$ cat src/rtl/alu_host_driver_if.sv
// Command/response handshake bundle between a host and alu_host_driver.
interface alu_host_driver_if;
  logic       cmd_valid;
  logic       cmd_ready;
  logic [3:0] cmd_a;
  logic [3:0] cmd_b;
  logic [3:0] cmd_sel;
  logic       rsp_valid;
  logic       rsp_ready;
  logic [3:0] rsp_result;
  logic [3:0] rsp_flags;

  modport master (output cmd_valid, cmd_a, cmd_b, cmd_sel, rsp_ready,
                  input  cmd_ready, rsp_valid, rsp_result, rsp_flags);
  modport slave  (input  cmd_valid, cmd_a, cmd_b, cmd_sel, rsp_ready,
                  output cmd_ready, rsp_valid, rsp_result, rsp_flags);
endinterface

$ cat src/rtl/alu_host_driver.sv
// Host-side driver for the 4-bit ALU pin interface: drives operands onto the
// ALU pins, waits a settle time, samples uo_out and returns it as a response.
module alu_host_driver #(
  parameter int SETTLE_CYCLES = 2,
  parameter int CNT_W         = 8
) (
  input  logic             clk,
  input  logic             rst,
  alu_host_driver_if.slave host,
  output logic [7:0]       pin_ui_out,
  output logic [7:0]       pin_uio_out,
  output logic [7:0]       pin_uio_oe,
  input  logic [7:0]       pin_uo_in,
  output logic             busy,
  output logic [CNT_W-1:0] cmd_count
);
  typedef enum logic [1:0] {IDLE, SETTLE, RESP} state_t;
  typedef struct packed {
    logic [3:0] flags;
    logic [3:0] result;
  } rsp_t;

  // Counter runs SETTLE_CYCLES-1 .. 0, capture happens on the edge that sees 0.
  localparam logic [7:0] SETTLE_LOAD = 8'(SETTLE_CYCLES - 1);

  state_t     state, state_nxt;
  logic [7:0] settle_cnt;
  rsp_t       rsp_q;
  logic       cmd_fire, capture, rsp_fire;

  always_ff @(posedge clk or posedge rst) begin
    if (rst) state <= IDLE;
    else     state <= state_nxt;
  end

  always_comb begin
    state_nxt = state;
    cmd_fire  = 1'b0;
    capture   = 1'b0;
    rsp_fire  = 1'b0;
    case (state)
      IDLE: if (host.cmd_valid) begin
        cmd_fire  = 1'b1;
        state_nxt = SETTLE;
      end
      SETTLE: if (settle_cnt == '0) begin
        capture   = 1'b1;
        state_nxt = RESP;
      end
      RESP: if (host.rsp_ready) begin
        rsp_fire  = 1'b1;
        state_nxt = IDLE;
      end
      default: state_nxt = IDLE;
    endcase
  end

  always_ff @(posedge clk or posedge rst) begin
    if (rst) begin
      settle_cnt  <= '0;
      rsp_q       <= '0;
      pin_ui_out  <= '0;
      pin_uio_out <= '0;
      pin_uio_oe  <= '0;
      cmd_count   <= '0;
    end else begin
      // Only the low uio nibble (sel) is ever driven by the host.
      pin_uio_oe <= 8'h0F;
      if (cmd_fire) begin
        pin_ui_out  <= {host.cmd_b, host.cmd_a};
        pin_uio_out <= {4'b0000, host.cmd_sel};
        settle_cnt  <= SETTLE_LOAD;
      end else if (state == SETTLE && settle_cnt != '0) begin
        settle_cnt <= settle_cnt - 8'd1;
      end
      if (capture)  rsp_q     <= rsp_t'(pin_uo_in);
      if (rsp_fire) cmd_count <= cmd_count + CNT_W'(1);
    end
  end

  // rsp_valid follows the state so an async reset drops it immediately.
  assign host.cmd_ready  = (state == IDLE);
  assign host.rsp_valid  = (state == RESP);
  assign host.rsp_result = rsp_q.result;
  assign host.rsp_flags  = rsp_q.flags;
  assign busy            = (state != IDLE);
endmodule

$ cat src/flat_wrapper.sv
// flat-port wrapper written by rule: the top's interface ports become plain ports
module alu_host_driver_flat 
#(
  parameter int SETTLE_CYCLES = 2,
  parameter int CNT_W         = 8
)
  (clk, rst, pin_ui_out, pin_uio_out, pin_uio_oe, pin_uo_in, busy, cmd_count, host_cmd_valid, host_cmd_a, host_cmd_b, host_cmd_sel, host_rsp_ready, host_cmd_ready, host_rsp_valid, host_rsp_result, host_rsp_flags);
  alu_host_driver_if host_i ();
  input  logic clk;
  input  logic rst;
  output logic [7:0] pin_ui_out;
  output logic [7:0] pin_uio_out;
  output logic [7:0] pin_uio_oe;
  input  logic [7:0] pin_uo_in;
  output logic busy;
  output logic [CNT_W-1:0] cmd_count;
  input wire logic [$bits(host_i.cmd_valid)-1:0] host_cmd_valid;
  input wire logic [$bits(host_i.cmd_a)-1:0] host_cmd_a;
  input wire logic [$bits(host_i.cmd_b)-1:0] host_cmd_b;
  input wire logic [$bits(host_i.cmd_sel)-1:0] host_cmd_sel;
  input wire logic [$bits(host_i.rsp_ready)-1:0] host_rsp_ready;
  output wire logic [$bits(host_i.cmd_ready)-1:0] host_cmd_ready;
  output wire logic [$bits(host_i.rsp_valid)-1:0] host_rsp_valid;
  output wire logic [$bits(host_i.rsp_result)-1:0] host_rsp_result;
  output wire logic [$bits(host_i.rsp_flags)-1:0] host_rsp_flags;
  assign host_i.cmd_valid = host_cmd_valid;
  assign host_i.cmd_a = host_cmd_a;
  assign host_i.cmd_b = host_cmd_b;
  assign host_i.cmd_sel = host_cmd_sel;
  assign host_i.rsp_ready = host_rsp_ready;
  assign host_cmd_ready = host_i.cmd_ready;
  assign host_rsp_valid = host_i.rsp_valid;
  assign host_rsp_result = host_i.rsp_result;
  assign host_rsp_flags = host_i.rsp_flags;
  alu_host_driver #(.SETTLE_CYCLES(SETTLE_CYCLES), .CNT_W(CNT_W)) u_core (.clk(clk), .rst(rst), .host(host_i), .pin_ui_out(pin_ui_out), .pin_uio_out(pin_uio_out), .pin_uio_oe(pin_uio_oe), .pin_uo_in(pin_uo_in), .busy(busy), .cmd_count(cmd_count));
endmodule
$ cat config.mk
export PLATFORM = sky130hd
export DESIGN_NAME = alu_host_driver_flat
export DESIGN_NICKNAME = d
export VERILOG_FILES = /design/src/rtl/alu_host_driver_if.sv /design/src/rtl/alu_host_driver.sv /design/src/flat_wrapper.sv
export SDC_FILE = /design/constraint.sdc
export NUM_CORES = 1
export LEC_CHECK = 0
export CAP_MARGIN = 20
export CORE_MARGIN = 2
export CORE_UTILIZATION = 46
export DETAILED_ROUTE_END_ITERATION = 7
export GPL_ROUTABILITY_DRIVEN = 0
export PLACE_DENSITY = 0.83
export RECOVER_POWER = 100
export SLEW_MARGIN = 20
export SYNTH_ARGS = -nofsm -noshare
export SYNTH_HDL_FRONTEND = slang
export SYNTH_SLANG_ARGS = --single-unit
$ cat constraint.sdc
create_clock -name clk -period 3.2 [get_ports clk]
set_clock_uncertainty 0.2 [all_clocks]
set_input_delay 0.64 -clock clk [delete_from_list [all_inputs] [get_ports clk]]
set_output_delay 0.64 -clock clk [all_outputs]
set_load 0.005 [all_outputs]
==> run summary <==
TritonRoute pass-1 iters -> 2
Final #Nets -> 247
post-synthesis cell type count -> 38
total power -> 1.862 mW
clock buffer depth -> 2
synthesized instance count -> 161
Horiz. Die Dim -> 66.37 um
Crit Path Category -> flop to output pin
final core utilization -> 0.6506
# diodes -> 0
crit path DAT -> 1570 ps
status -> finished clean
cell taking the most area after synthesis -> dfrtp_1
GR peak layer -> met2
row count -> 22
crit path max fanout -> 4
largest net degree at the start of global routing -> 40
CP Capture Type -> output pin
global-route wire length before repair -> 5402 um
Fill cells -> 322
fraction of layout cells with a size suffix above 1 -> 0.06335
Post-synth EDFFs -> 0
Synth top area share -> 0.5455
final WL -> 3143 um
Max-Cap Viols -> 0
IO Pins -> 67
Avg Cell Area, Syn -> 11.11 sq um
top post-synthesis cells by count -> nand2_1, dfrtp_1, buf_4
chip height -> 66.37 um
Post-DP Area -> 2370 sq um
fin crit period -> 2413 ps
Area Growth Syn to Fin -> 34.13%
RR Startpoint -> u_core.settle_cnt[3]
fin. max-slew vios -> 0
Post-CTS Setup Inserts -> 0
final setup vio count -> 0
grt ovf -> 0
asr flop ratio synth -> 1.000
Reg2Reg Setup Slack -> 1000 ps
vias per cell -> 4.773
vias in the first global route -> 1252
count of input and output buffers -> 58
critical path launch point -> u_core.state[1]
Leakage Power -> 1.181 nW
reg2reg path depth -> 4
area of the multi-input gates -> 659.4 sq um
RSZ-0062 raised after global routing -> no
setup TNS -> 0 ps
starting density of the core -> 0.4851
initial DRC count -> 50
Root Driver -> clkbuf_8
Final Hold Fails -> 0
hold path start -> u_core.cmd_count[7]
maximum clock rate -> 414.5 MHz
main area contributors after synthesis -> dfrtp_1, nand2_1, mux2_4, buf_4, xnor2_1
worst flop-to-flop path endpoint -> u_core.host.rsp_result[2]
critical path required time -> 2360 ps
prevailing post-synth register cell -> dfrtp_1
Slew @ Worst Pin -> 925.6 ps
fin area -> 2400 sq um
wire per inst -> 11.68 um
met3 Use GR -> 0.07836
clock network latency to the later pin of the worst-skew pair -> 290 ps
CTS HTree Levels -> 2
GRT Total Usage -> 0.1649
CTS Sinks -> 39
initial antenna violation count -> 0
sequential-to-total area share from yosys stat -> 0.5455
Ys Warns -> 0
top-count cell post-synth -> nand2_1
Post-CTS Resized -> 0
Residual DRC -> 0
hold path endpoint -> u_core.cmd_count[7]
CTS tree -> done
die area -> 4404 sq um
CP startpoint kind -> flop
Hold Crit Depth -> 1
pwr dens -> 776.0 nW/um^2
Final Cycle Share -> 0.7540
hpwl dp -> 2343 um
Slew headroom -> 0.3829
final instance count without filler cells -> 269
clock slew at reported path FFs -> 70 ps
Hold Path Class -> flop to flop
met2 Resource Use GR -> 0.2713
core area -> 3689 sq um
vias -> 1284
register bit total from synthesis -> 39
placed cell count -> 261
Num CTS Buffers -> 5
M1 GR Usage -> 0.1883
hold-fix buffers at CTS -> 0
register area -> 975.9 sq um
area of the mapped netlist -> 1789 sq um
peak supply drop -> 408.6 uV
post-route ant nets -> 0
-- layout make-up --
class | instances | area share
clock buffers | 8 | 0.04171
multi-input cells | 110 | 0.2748
flip-flops and latches | 39 | 0.4067
inverters | 5 | 0.007821
repair buffers | 59 | 0.2440
well taps | 48 | 0.02503
-- worst max-delay path by stage --
| stage | to | slack, ps | depth (start not counted) |
|---|---|---|---|
| after global placement | u_core.cmd_count[6] | 1040 | 5 |
| after detailed placement | u_core.settle_cnt[7] | 970 | 4 |
| after global routing | busy | 680 | 3 |
| final | busy | 790 | 3 |
| after CTS | host_cmd_ready | 840 | 2 |
| after floorplan | u_core.host.rsp_flags[0] | 1330 | 4 |
-- cell families after synthesis --
family | count (synthesis) | synth area share
simple gates | 67 | 0.1923
xor+xnor | 9 | 0.04405
mux | 10 | 0.07902
fa+ha+maj | 3 | 0.02098
compound gates | 12 | 0.05104
flops | 39 | 0.5455
buf+inv | 19 | 0.06294
other cells | 2 | 0.004197
-- state kept, by name, summed over array words and instances (netlist names) --
name,count
u_core.cmd_count,8
u_core.pin_ui_out,8
u_core.settle_cnt,8
u_core.host.rsp_flags,4
u_core.host.rsp_result,4
u_core.pin_uio_out,4
u_core.state,2
u_core.pin_uio_oe,1
-- through the flow --
step | setup WS, ps | hold WS, ps
after floorplan | 1328 | 268.3
after global placement | 1037 | 257.7
after detailed placement | 973.8 | 263.9
after CTS | 835.2 | 277.0
after global routing | 678.8 | 291.7
final | 787.3 | 262.8
-- critical path, cell delays in order (launching register included) --
cell and delay (ps):
dfrtp_1 400, nor2_1 260, inv_1 60, dlygate4sd3_1 570
-- routing by layer --
layer	up-vias	routed length [um]
met1	590	1295
li1	635	-
met3	5	318
met4	0	44
met5	-	0
met2	54	1484
-- power breakdown --
group / internal [mW] / total, mW / switching [mW] / leakage [nW]
logic: 0.403 / 0.714 / 0.311 / 0.639
clock network: 0.196 / 0.352 / 0.156 / 0.0515
registers: 0.679 / 0.796 / 0.117 / 0.491
-- cells in the final DEF (no fill, tap or decap), types with 3 or more instances in the layout --
cell              n
conb_1            9
nand3_1           3
nor2_1            4
nand2b_1          3
ha_1              3
a21oi_1           3
clkbuf_8          7
xor2_1            4
inv_1             5
clkdlybuf4s50_1  20
xnor2_1           5
nand2_1          44
dfrtp_1          39
o21ai_0           3
dlygate4sd3_1    38
mux2_1            7
Power figures use the tool's default switching activity.
